### config.mk
export PLATFORM = sky130hd
export DESIGN_NAME = magma_block_ctrl
export DESIGN_NICKNAME = d
export VERILOG_FILES = /design/src/rtl/magma_block_ctrl.sv
export SDC_FILE = /design/constraint.sdc
export NUM_CORES = 1
export LEC_CHECK = 0
export BUFFER_PORTS_ARGS = -buffer_cell sky130_fd_sc_hd__buf_2
export CELL_PAD_IN_SITES_DETAIL_PLACEMENT = 1
export CELL_PAD_IN_SITES_GLOBAL_PLACEMENT = 1
export CORE_MARGIN = 10
export CORE_UTILIZATION = 42
export CTS_BUF_LIST = sky130_fd_sc_hd__clkbuf_4
export CTS_CLUSTER_SIZE = 14
export DETAILED_ROUTE_END_ITERATION = 6
export PLACE_DENSITY_LB_ADDON = 0.2
export SLEW_MARGIN = 20
export SYNTH_ARGS = -nofsm -noshare
export SYNTH_HDL_FRONTEND = slang
export SYNTH_SLANG_ARGS = --single-unit
### constraint.sdc
create_clock -name CLK -period 4.86 [get_ports CLK]
set_input_delay 0.486 -clock CLK [delete_from_list [all_inputs] [get_ports CLK]]
set_output_delay 0.486 -clock CLK [all_outputs]
set_load 0.005 [all_outputs]
### src/rtl/magma_block_ctrl.sv
// rtl/magma_block_ctrl.sv - Magma 64-bit block round sequencer
// Ports:
//   CLK, RST                    clock, synchronous active-high reset
//   key_valid/key_ready/key_in  256-bit key load, K0=key_in[255:224] .. K7=key_in[31:0]
//   in_valid/in_ready           block handshake with in_mode (0=enc, 1=dec) and in_data
//   rnd_req/rnd_a/rnd_key       round request to the external S-box/rotate core
//   rnd_idx/rnd_res             current round number, core result g_k(a0)
//   out_valid/out_ready         result handshake carrying out_data
//   busy                        controller not idle
module magma_block_ctrl #(
   parameter int CORE_LAT = 0
) (
   input  logic         CLK,
   input  logic         RST,
   input  logic         key_valid,
   output logic         key_ready,
   input  logic [255:0] key_in,
   input  logic         in_valid,
   output logic         in_ready,
   input  logic         in_mode,
   input  logic [63:0]  in_data,
   output logic         rnd_req,
   output logic [31:0]  rnd_a,
   output logic [31:0]  rnd_key,
   output logic [4:0]   rnd_idx,
   input  logic [31:0]  rnd_res,
   output logic         out_valid,
   input  logic         out_ready,
   output logic [63:0]  out_data,
   output logic         busy
);

   typedef enum logic [1:0] {S_IDLE, S_REQ, S_WAIT, S_OUT} state_t;

   localparam logic [7:0] LAT = 8'(CORE_LAT);

   state_t        r_state;
   state_t        w_next;
   logic [255:0]  r_key;
   logic          r_key_loaded;
   logic          r_mode;
   logic [31:0]   r_hi;
   logic [31:0]   r_lo;
   logic [4:0]    r_idx;
   logic [63:0]   r_out_data;
   logic          r_out_valid;
   logic [7:0]    r_cnt;

   logic          w_in_fire;
   logic          w_sample;
   logic          w_last;
   logic          w_rev;
   logic [2:0]    w_sel;

   assign key_ready = (r_state == S_IDLE);
   assign in_ready  = (r_state == S_IDLE) && r_key_loaded;
   assign busy      = (r_state != S_IDLE);
   assign rnd_req   = (r_state == S_REQ);
   assign rnd_a     = r_lo;
   assign rnd_idx   = r_idx;
   assign out_valid = r_out_valid;
   assign out_data  = r_out_data;

   // in_ready uses the registered key_loaded, so a key arriving in the same
   // cycle as a block only takes effect for the following cycle.
   assign w_in_fire = in_ready && in_valid;
   assign w_last    = (r_idx == 5'd31);

   // Encrypt walks K0..K7 three times then reverses; decrypt walks forward
   // once then reverses three times. Reversal is 7-(i mod 8) = ~i[2:0].
   always_comb begin
      w_rev = r_mode ? (r_idx[4:3] != 2'd0) : (r_idx[4:3] == 2'd3);
      w_sel = w_rev ? ~r_idx[2:0] : r_idx[2:0];
   end

   // K0 sits in the top word, so word w starts at bit (7-w)*32 = {~w,5'b0}.
   assign rnd_key = r_key[{~w_sel, 5'd0} +: 32];

   // Combinational core is sampled in REQ; otherwise on the last WAIT cycle.
   assign w_sample = ((r_state == S_REQ) && (LAT == 8'd0)) ||
                     ((r_state == S_WAIT) && (r_cnt == LAT));

   always_comb begin
      w_next = r_state;
      case (r_state)
         S_IDLE: if (w_in_fire) w_next = S_REQ;
         S_REQ: begin
            if (LAT != 8'd0)   w_next = S_WAIT;
            else if (w_last)   w_next = S_OUT;
            else               w_next = S_REQ;
         end
         S_WAIT: if (w_sample) w_next = w_last ? S_OUT : S_REQ;
         S_OUT:  if (out_ready) w_next = S_IDLE;
         default: w_next = S_IDLE;
      endcase
   end

   always_ff @(posedge CLK) begin
      if (RST) begin
         r_state      <= S_IDLE;
         r_key        <= '0;
         r_key_loaded <= 1'b0;
         r_mode       <= 1'b0;
         r_hi         <= '0;
         r_lo         <= '0;
         r_idx        <= '0;
         r_out_data   <= '0;
         r_out_valid  <= 1'b0;
         r_cnt        <= '0;
      end else begin
         r_state <= w_next;

         if (key_valid && (r_state == S_IDLE)) begin
            r_key        <= key_in;
            r_key_loaded <= 1'b1;
         end

         if (w_in_fire) begin
            r_hi   <= in_data[63:32];
            r_lo   <= in_data[31:0];
            r_mode <= in_mode;
            r_idx  <= 5'd0;
         end

         if (r_state == S_REQ)
            r_cnt <= 8'd1;
         else if ((r_state == S_WAIT) && !w_sample)
            r_cnt <= r_cnt + 8'd1;

         if (w_sample) begin
            if (w_last) begin
               // Final round is not swapped.
               r_out_data  <= {rnd_res ^ r_hi, r_lo};
               r_out_valid <= 1'b1;
            end else begin
               r_hi  <= r_lo;
               r_lo  <= rnd_res ^ r_hi;
               r_idx <= r_idx + 5'd1;
            end
         end

         if ((r_state == S_OUT) && out_ready)
            r_out_valid <= 1'b0;
      end
   end

endmodule

==> impl_metrics.ini <==
[setup_path]
timing.critical_path.mode_cell = nor2_1
cp_slowest_cell = xor2_4
cpPeakStageDelay_ps = 980
path_cells = xor2_4 -> nor2_1 -> nor2_1 -> o32ai_1 -> a222oi_1 -> buf_2
cp-start-kind = register
cp.required_ps = 4370
cpLargestDelayFamily = XOR/XNOR gates
cp.arrival_ps = 3870
crit_fanout = 32
cp-end-kind = primary output
criticalPathCategory = register to primary output
cp.buffers_inverters = 1

[place]
placed_cells = 3169
portBuffers = 495
gp_congestion = 0.901
hpwl_um = 55700
placed_area_um2 = 20400

[clock_tree]
clock_latency_ps = 920
cts_buffers = 112
htree_num_levels = 3
cts.sinks = 402
cts_tree = built
cts_resized = 0
cts_buffer_depth = 3
cts-root-buf = clkbuf_4
clk_pin_slew_ps = 70

[die]
die_area_um2 = 50600
die_h_um = 225
rows = 75
start_util_pct = 42.2
die_x_um = 225
io_pins = 496
core_um2 = 41800

[power_and_ir_drop]
leakage_nw = 11.0
ir_drop_mv = 0.200
p_per_area_nw_per_um2 = 354

[grt]
grt_usage_pct = 39.4
grt_antenna_before_repair = 32
grt_pass1_vias = 24300
grt_overflow_total = 0
grt_pass1_wl_um = 153000
grt_max_degree = 214

[sta]
fin_crit_ps = 4360
max-slew-margin-rel_pct = 21.3
fin_crit_sh_pct = 89.6
skew_ps = 89.4
setup_tns_ps = 0
slew_violations = 0
finalHoldViolCount = 0
finalSetupViolations = 0
worst_pin_slew_ps = 1180
rsz0062_at_grt = false
max_freq_ghz = 0.230

[synthesis]
synth_fp_nets = 2670
yosysSeqAreaShare_pct = 45.6
syn_area_um2 = 17600
postSynthCellCount = 2304
synth-edff-count = 0
syn_avg_cell_area_um2 = 7.66
ys.warnings.count = 0
ys_async_sr_fraction_pct = 0
ys.flop_type = dfxtp_1
ys_ff_latch = 402
synth_cell_types = 43

[route]
ant_nets = 0
wl_per_cell_um = 27.6
wl_um = 105000
drc_errors = 58
vias_per_cell = 5.93
vias = 22500
first_pass_iters = 7
detail_route.iter0.violations = 2610

[outcome]
violations = design-rule violations
status = finished with violations

[finish]
fin_area_um2 = 25900
stdcell_count = 3801
fin_util_pct = 62.0
syn2layout_area_growth_pct = 46.8
layout-drive-gt1-share_pct = 23.4
nets = 3496

[worst_hold_path]
hold_class = input port to register

[job]
cap_violations = 0
per-layer routing:
layer	track usage [%]	wire, um	vias to the layer above
li1	-	-	9560
met1	41.8	36700	10900
met2	67.5	50700	1545
met3	10.4	9440	487
met4	27.1	7900	0
met5	0	0	-
synthesized netlist by cell type (2+ instances only):
| cell type | number | area [um2] |
|---|---|---|
| o21ai_1 | 32 | 160 |
| o21ai_0 | 33 | 165 |
| nand2_1 | 748 | 2810 |
| buf_2 | 26 | 130 |
| mux2_2 | 32 | 360 |
| nor3_1 | 36 | 180 |
| clkbuf_1 | 153 | 574 |
| a222oi_1 | 32 | 320 |
| buf_1 | 9 | 33.8 |
| ha_1 | 8 | 100 |
| a211oi_1 | 3 | 22.5 |
| and3_1 | 4 | 25.0 |
| nand2b_1 | 2 | 12.5 |
| a21oi_1 | 299 | 1500 |
| nand3_1 | 8 | 40.0 |
| o21a_1 | 31 | 233 |
| inv_1 | 8 | 30.0 |
| o32ai_1 | 31 | 272 |
| xnor2_1 | 2 | 17.5 |
| nand4_1 | 2 | 12.5 |
| xor2_1 | 38 | 333 |
| and2_1 | 2 | 12.5 |
| mux2i_1 | 65 | 651 |
| a311oi_1 | 64 | 561 |
| dfxtp_1 | 402 | 8050 |
| buf_6 | 4 | 45.0 |
| nor2_1 | 214 | 803 |
final timing paths:
kind	slack, ps	start	cells past startpoint	endpoint
max	500	rnd_idx[1]	6	rnd_key[22]
min	50	rnd_res[12]	4	out_data[44]
max reg2reg	630	rnd_idx[1]	9	rnd_a[16]
min reg2reg	460	r_key[250]	2	r_key[250]
final cells by class:
class	instances	area [um2]
fillers	5174	15900
multi-input cells	1702	8870
flip-flops and latches	402	8050
repair buffers	904	6620
clock buffers	175	1310
well taps	539	674
clock inverters	31	223
diodes	40	100
inverters	8	30.0
logic make-up after synthesis:
family	count (synthesis)	synth area share, %
simple gates	1021	22.3
flops	402	45.6
buf+inv	200	4.61
compound gates	531	18.6
mux	98	5.86
xor+xnor	43	2.33
fa+ha+maj	9	0.631
metrics by stage:
stage	setup WS [ps]	hold WS, ps	power (mW)
2_1_floorplan	2540	433	4.52
3_3_place_gp	1390	441	5.07
3_5_place_dp	1470	447	5.13
4_1_cts	546	2.93	8.78
5_1_grt	317	42.2	9.42
6_report	504	51.9	9.16
report_power, final:
group / internal (mW) / switching (mW) / total, mW / leakage [nW]
registers: 3.53 / 0.247 / 3.77 / 3.29
clock network: 1.84 / 1.75 / 3.59 / 0.912
logic: 0.734 / 1.06 / 1.80 / 6.80
total: 6.10 / 3.06 / 9.16 / 11.0
worst min-delay path, delay by kind of cell:
kind	cells	cell delay [ps]
AND/OR/NAND/NOR	2	200
buffers and inverters	1	110
XOR/XNOR	1	100
repair_timing:
| action | in CTS | in global routing |
|---|---|---|
| endpoints found under the hold margin | 353 | 0 |
| hold buffers | 385 | 0 |
| setup buffers | 0 | 0 |
cells in the final DEF (no fill, tap or decap), drive strengths merged, types with 2 or more instances in the layout:
cell and instances:
nand3 8, inv 10, nand2 748, xor2 40, dlygate4sd3 385, clkbuf 175, nor3 36, mux2 32
dfxtp 402, o21a 31, ha 8, and3 4, bufinv 4, a311oi 64, and2 2, nand2b 2
a21oi 299, o21ai 65, mux2i 66, a222oi 32, xnor2 3, clkinv 25, buf 519, a211oi 4
o32ai 31, diode 40, nor2 214, nand4 2
registers in the layout (all words and copies together), names as in the netlist:
| register | cells |
|---|---|
| out_data | 64 |
| out_valid | 1 |
| r_cnt | 8 |
| r_hi | 32 |
| r_key | 256 |
| r_key_loaded | 1 |
| r_mode | 1 |
| r_state | 2 |
| rnd_a | 32 |
| rnd_idx | 5 |
No activity file was read; power rests on OpenSTA's default activity.
